## src/rtl/word_serializer_if.sv

```systemverilog
// -----------------------------------------------------------------------------
// word_serializer_if
//   Handshake bundle for word_serializer: one word-wide input stream and one
//   lane-wide output stream, both valid/ready.
//
//   in_valid / in_ready   : input word handshake
//   in_data               : LANES*LANE_W-bit word, lane k = in_data[k*LANE_W +: LANE_W]
//   msb_first             : lane order for the word, sampled on acceptance
//   out_valid / out_ready : output lane handshake
//   out_data              : current lane
//   out_idx               : source lane index of out_data
//   out_last              : out_data is the final lane of the word
//
//   master : producer/consumer side (drives in_*, msb_first, out_ready)
//   slave  : serializer side
// -----------------------------------------------------------------------------
interface word_serializer_if #(
   parameter int LANE_W = 8,
   parameter int LANES  = 4,
   parameter int IDX_W  = 2
);
   logic                      in_valid;
   logic                      in_ready;
   logic [LANES*LANE_W-1:0]   in_data;
   logic                      msb_first;
   logic                      out_valid;
   logic                      out_ready;
   logic [LANE_W-1:0]         out_data;
   logic [IDX_W-1:0]          out_idx;
   logic                      out_last;

   modport master (
      output in_valid, in_data, msb_first, out_ready,
      input  in_ready, out_valid, out_data, out_idx, out_last
   );

   modport slave (
      input  in_valid, in_data, msb_first, out_ready,
      output in_ready, out_valid, out_data, out_idx, out_last
   );
endinterface

```

## src/rtl/word_serializer.sv

```systemverilog
// -----------------------------------------------------------------------------
// word_serializer
//   Accepts one LANES*LANE_W-bit word and emits its LANE_W-bit lanes one per
//   beat, in lane-0-first or lane-(LANES-1)-first order chosen per word. The
//   final lane of each word is flagged with out_last. A new word can be taken
//   in the same cycle the last lane leaves, so streaming words have no gap.
//
//   clk   : system clock, rising edge
//   reset : asynchronous, active-high reset
//   bus   : word_serializer_if slave modport (see interface for signal list)
// -----------------------------------------------------------------------------
module word_serializer #(
   parameter int LANE_W = 8,
   parameter int LANES  = 4,
   parameter int IDX_W  = 2
) (
   input  logic               clk,
   input  logic               reset,
   word_serializer_if.slave   bus
);

   localparam int               WORD_W = LANES * LANE_W;
   localparam logic [IDX_W-1:0] LAST_B = IDX_W'(LANES - 1);

   typedef enum logic {
      IDLE = 1'b0,
      SEND = 1'b1
   } state_t;

   state_t              state_q, state_d;
   logic [WORD_W-1:0]   word_q,  word_d;
   logic                msb_q,   msb_d;
   logic [IDX_W-1:0]    beat_q,  beat_d;

   logic                is_send;
   logic                is_last;
   logic                in_ready_c;
   logic [IDX_W-1:0]    idx;
   logic [WORD_W-1:0]   shifted;

   // NOTE: state is updated with non-blocking assignments so every register
   // samples the pre-edge values of the others, independent of block order.
   // The word register is reset as well so out_data reads 0 after reset.
   always_ff @(posedge clk or posedge reset) begin
      if (reset) begin
         state_q <= IDLE;
         word_q  <= '0;
         msb_q   <= 1'b0;
         beat_q  <= '0;
      end else begin
         state_q <= state_d;
         word_q  <= word_d;
         msb_q   <= msb_d;
         beat_q  <= beat_d;
      end
   end

   // NOTE: every signal assigned here gets a default first; a path that
   // leaves one unassigned would otherwise infer a latch.
   always_comb begin
      state_d = state_q;
      word_d  = word_q;
      msb_d   = msb_q;
      beat_d  = beat_q;

      is_send = (state_q == SEND);
      is_last = is_send && (beat_q == LAST_B);
      // Ready while idle, or when the final lane is leaving this cycle; the
      // latter is what lets consecutive words stream without a bubble.
      in_ready_c = !is_send || (is_last && bus.out_ready);

      case (state_q)
         IDLE: begin
            if (bus.in_valid) begin
               state_d = SEND;
               word_d  = bus.in_data;
               msb_d   = bus.msb_first;
               beat_d  = '0;
            end
         end
         SEND: begin
            if (bus.out_ready) begin
               if (!is_last) begin
                  beat_d = beat_q + IDX_W'(1);
               end else if (bus.in_valid) begin
                  word_d = bus.in_data;
                  msb_d  = bus.msb_first;
                  beat_d = '0;
               end else begin
                  state_d = IDLE;
               end
            end
         end
         default: state_d = IDLE;
      endcase
   end

   // Lane selection only looks at latched state, never at in_data.
   always_comb begin
      idx     = msb_q ? (LAST_B - beat_q) : beat_q;
      shifted = word_q >> (int'(idx) * LANE_W);
   end

   assign bus.in_ready  = in_ready_c;
   assign bus.out_valid = is_send;
   assign bus.out_data  = is_send ? shifted[LANE_W-1:0] : '0;
   assign bus.out_idx   = is_send ? idx : '0;
   assign bus.out_last  = is_last;

endmodule

```

## src/flat_wrapper.sv

```systemverilog
// flat-port wrapper written by rule: the top's interface ports become plain ports
module word_serializer_flat 
#(
   parameter int LANE_W = 8,
   parameter int LANES  = 4,
   parameter int IDX_W  = 2
)
  (clk, reset, bus_in_valid, bus_in_data, bus_msb_first, bus_out_ready, bus_in_ready, bus_out_valid, bus_out_data, bus_out_idx, bus_out_last);
  word_serializer_if #(.LANE_W(LANE_W), .LANES(LANES), .IDX_W(IDX_W)) bus_i ();
  input  logic clk;
  input  logic reset;
  input wire logic [$bits(bus_i.in_valid)-1:0] bus_in_valid;
  input wire logic [$bits(bus_i.in_data)-1:0] bus_in_data;
  input wire logic [$bits(bus_i.msb_first)-1:0] bus_msb_first;
  input wire logic [$bits(bus_i.out_ready)-1:0] bus_out_ready;
  output wire logic [$bits(bus_i.in_ready)-1:0] bus_in_ready;
  output wire logic [$bits(bus_i.out_valid)-1:0] bus_out_valid;
  output wire logic [$bits(bus_i.out_data)-1:0] bus_out_data;
  output wire logic [$bits(bus_i.out_idx)-1:0] bus_out_idx;
  output wire logic [$bits(bus_i.out_last)-1:0] bus_out_last;
  assign bus_i.in_valid = bus_in_valid;
  assign bus_i.in_data = bus_in_data;
  assign bus_i.msb_first = bus_msb_first;
  assign bus_i.out_ready = bus_out_ready;
  assign bus_in_ready = bus_i.in_ready;
  assign bus_out_valid = bus_i.out_valid;
  assign bus_out_data = bus_i.out_data;
  assign bus_out_idx = bus_i.out_idx;
  assign bus_out_last = bus_i.out_last;
  word_serializer #(.LANE_W(LANE_W), .LANES(LANES), .IDX_W(IDX_W)) u_core (.clk(clk), .reset(reset), .bus(bus_i));
endmodule
```

## config.mk

```make
export PLATFORM = sky130hd
export DESIGN_NAME = word_serializer_flat
export DESIGN_NICKNAME = d
export VERILOG_FILES = /design/src/rtl/word_serializer_if.sv /design/src/rtl/word_serializer.sv /design/src/flat_wrapper.sv
export SDC_FILE = /design/constraint.sdc
export NUM_CORES = 1
export LEC_CHECK = 0
export ABC_AREA = 1
export CAP_MARGIN = 20
export CORE_AREA = 5 5 68 70
export DETAILED_ROUTE_END_ITERATION = 10
export DIE_AREA = 0 0 73 75
export MAX_ROUTING_LAYER = met4
export PLACE_DENSITY = 0.74
export SLEW_MARGIN = 20
export SYNTH_ARGS = -nofsm -noshare
export SYNTH_HDL_FRONTEND = slang
export SYNTH_SLANG_ARGS = --single-unit
```

## constraint.sdc

```tcl
create_clock -name clk -period 1.5 [get_ports clk]
set_clock_uncertainty 0.05 [all_clocks]
set_input_delay 0.3 -clock clk [delete_from_list [all_inputs] [get_ports clk]]
set_output_delay 0.3 -clock clk [all_outputs]
set_load 0.02 [all_outputs]
```

==> results of run 1 <==
==> state kept, by name (all words and copies together) (netlist names) <==
name	cells
u_core.beat_q	2
u_core.word_q	32
u_core.msb_q	1
u_core.bus.out_valid	1
==> cell usage in the layout, fill, tap and decap left out, drive strengths merged, types with 3 or more instances in the layout <==
cell,n
or2,4
nand3b,4
buf,48
nand2,89
inv,33
dfrtp,36
clkbuf,11
o21ai,22
o211ai,4
a21oi,5
clkdlybuf4s50,36
nand3,21
nor2,3
==> layout make-up <==
| cell class | instances | area, um^2 | area share |
|---|---|---|---|
| sequential | 36 | 905 | 0.269 |
| multi-input combinational | 155 | 1170 | 0.348 |
| clock inverter | 1 | 7.51 | 0.00223 |
| tap | 50 | 62.6 | 0.0186 |
| inverter | 33 | 148 | 0.0438 |
| clock buffer | 7 | 86.3 | 0.0256 |
| timing repair buffer | 89 | 988 | 0.293 |
==> how the worst max path moves through the flow <==
stage	start	endpoint	slack (ps)
finish	u_core.msb_q	bus_out_data[0]	-490
CTS	u_core.msb_q	bus_out_data[0]	-420
floorplan	u_core.msb_q	bus_out_data[0]	-50
detailed placement	u_core.msb_q	bus_out_data[5]	-620
global placement	u_core.msb_q	bus_out_data[0]	-560
global route	u_core.msb_q	bus_out_data[0]	-530
==> stage by stage <==
step	util	TNS [ps]	area, um^2
2_1_floorplan	-	-314	1840
3_3_place_gp	0.657	-11310	2570
3_5_place_dp	0.657	-12710	2570
4_1_cts	0.739	-12900	2890
5_1_grt	0.861	-13970	3370
6_report	0.861	-12110	3370
==> layer usage <==
metal	vias to the layer above	part of all wire	routed length, um
li1	906	-	-
met1	923	0.39	2550
met2	73	0.52	3380
met3	22	0.058	379
met4	0	0.037	242
met5	-	0	0
==> power breakdown <==
group	switching, uW	internal, uW
clock	363	373
sequential	280	1440
combinational	2860	2410
total	3500	4220
==> logic make-up after synthesis <==
kind of cell | count (synthesis) | synth area share
buffers and inverters | 40 | 0.0972
flip-flops | 36 | 0.493
AO/OA/AOI/OAI | 33 | 0.0999
AND/OR/NAND/NOR | 120 | 0.303
adder cells (fa/ha/maj) | 1 | 0.00684
==> worst max-delay path, stage by stage, from the launching register on <==
cell,delay (ps)
sky130_fd_sc_hd__dfrtp_2,480
sky130_fd_sc_hd__inv_4,140
sky130_fd_sc_hd__nand2_4,80
sky130_fd_sc_hd__nand2_8,100
sky130_fd_sc_hd__inv_4,50
sky130_fd_sc_hd__nor2_4,190
sky130_fd_sc_hd__nand3_2,110
sky130_fd_sc_hd__nand2_2,80
sky130_fd_sc_hd__buf_6,110
==> what timing repair did <==
item | in CTS | in global routing
pin swaps | 12 | 13
resized for setup | 85 | 122
setup buffers | 6 | 2
gates cloned | 3 | 5
endpoints found under the setup margin | 47 | 47
hold buffers | 0 | 0
==> run summary, run 1 <==
post-route non-filler standard cell count -> 371
total global-route track usage -> 0.205
Pre-antenna DRT Iters -> 4
first-pass GRT wire length -> 8.24 mm
Synth area leader -> sky130_fd_sc_hd__dfrtp_1
number of vias after detailed routing -> 1924
initial antenna violation count -> 0
total length of routed wires -> 6.55 mm
area grow syn2layout -> 84.3%
DR WL/cell -> 17.6 um
leading cell types by count after synthesis -> sky130_fd_sc_hd__nand2_1 (79), sky130_fd_sc_hd__dfrtp_1 (36), sky130_fd_sc_hd__inv_1 (28), sky130_fd_sc_hd__o21ai_1 (22), sky130_fd_sc_hd__nand3_1 (20)
register-to-register setup slack -> -250 ps
CP Max Fanout -> 5
total CTS buffers -> 5
pin count of the biggest net entering global routing -> 37
worst skew pair latency -> 290 ps
Cell variety after synth -> 23
global routing usage on met2 -> 0.349
Highest Clock Rate -> 503 MHz
Worst Path Class, Setup -> register to output pin
diode insertion count for antenna repair -> 0
data arrival time of the worst path -> 1640 ps
depth of the worst register-to-register path -> 12
Post-Place Setup Slack -> -616 ps
M3 GR Usage -> 0.0334
Setup WS post-layout -> -487 ps
flip-flop and latch count after synthesis -> 36
count of filler cells inserted in the layout -> 186
gate count after technology mapping -> 230
crit start category -> register
violated checks -> setup timing
DIE HEIGHT -> 75 um
ys async rst share -> 1.00
chip width -> 73 um
Yosys warnings -> 0
Worst Path Required -> 1150 ps
Max H-tree Level -> 2
Seq/Total Area, Yosys -> 0.493
average via count per standard cell -> 5.19
library cell with the highest instance count after synthesis -> sky130_fd_sc_hd__nand2_1
number of flops mapped to enable cells by yosys -> 0
clock tree from TritonCTS -> yes
capture point of the worst reg-to-reg path -> u_core.word_q[0]
sum of net half-perimeters after detailed placement -> 3.22 mm
nature of the critical path endpoint -> output pin
via count of the first global-routing pass -> 1851
Top FF cell, synth -> sky130_fd_sc_hd__dfrtp_1
Top Usage Layer GRT -> met2
routability congestion estimate -> 0.835
Final Cycle Share -> 1.32
hold violation total from the final report -> 0
maximum count of clock buffers along a single path -> 2
layout net count -> 358
Min Hold Slack -> 297 ps
minimum period implied by the final worst setup slack -> 1990 ps
share of cells above drive strength 1 -> 0.505
total instance count after detailed placement -> 348
final-report max-slew violation count -> 0
slew at the pin closest to its max-slew limit -> 290 ps
Cell Area, Synth -> 1830 um^2
RSZ-0062 raised after global routing -> yes
worst slew margin relative to its limit -> 0.806
# DRC -> 0
total number of clock tree sinks -> 36
total design power -> 7720 uW
max-capacitance violation count -> 0
remaining global-route overflow -> 0
number of design-rule violations left by the first detailed-router iteration -> 168
worst supply voltage drop on vdd -> 1460 uV
area share of the largest cell type after synthesis -> 0.493
result of the run -> finished, violations left
synthesized netlist net count -> 268
clock-pin transition on the worst setup and hold timing paths -> 70 ps
cell types with the largest area share after synthesis -> sky130_fd_sc_hd__dfrtp_1 (49%), sky130_fd_sc_hd__nand2_1 (16%), sky130_fd_sc_hd__o21ai_1 (6.0%), sky130_fd_sc_hd__inv_1 (5.7%), sky130_fd_sc_hd__nand3_1 (5.5%)
core region area -> 3910 um^2
I/O pin total -> 50
die area -> 5480 um^2
Antenna Violating Nets Remaining -> 0
met1 Track Usage GR -> 0.222
root buffer selected by CTS -> sky130_fd_sc_hd__clkbuf_8
synthesized area per cell -> 7.95 um^2
count of input and output buffers -> 49
final number of setup-violating endpoints -> 47
type of the most critical hold path -> input pin to asynchronous set/reset pin
startpoint of the lowest-slack register-to-register path -> u_core.beat_q[0]
static leakage power -> 0.00171 uW
num rows -> 23
Initial Utilization -> 0.467
power density over the cells -> 2290 nW/um^2
Note: power is estimated with default switching activity, not from simulation.
==> run 2: changes to the inputs <==
--- a/config.mk
+++ b/config.mk
@@ -10,6 +10,7 @@
 export CORE_AREA = 5 5 68 70
 export DETAILED_ROUTE_END_ITERATION = 10
 export DIE_AREA = 0 0 73 75
+export HOLD_SLACK_MARGIN = 0.03
 export MAX_ROUTING_LAYER = met4
 export PLACE_DENSITY = 0.74
 export SLEW_MARGIN = 20
==> results of run 2 <==
The final DEF is identical to that of run 1; final timing and power are the same.
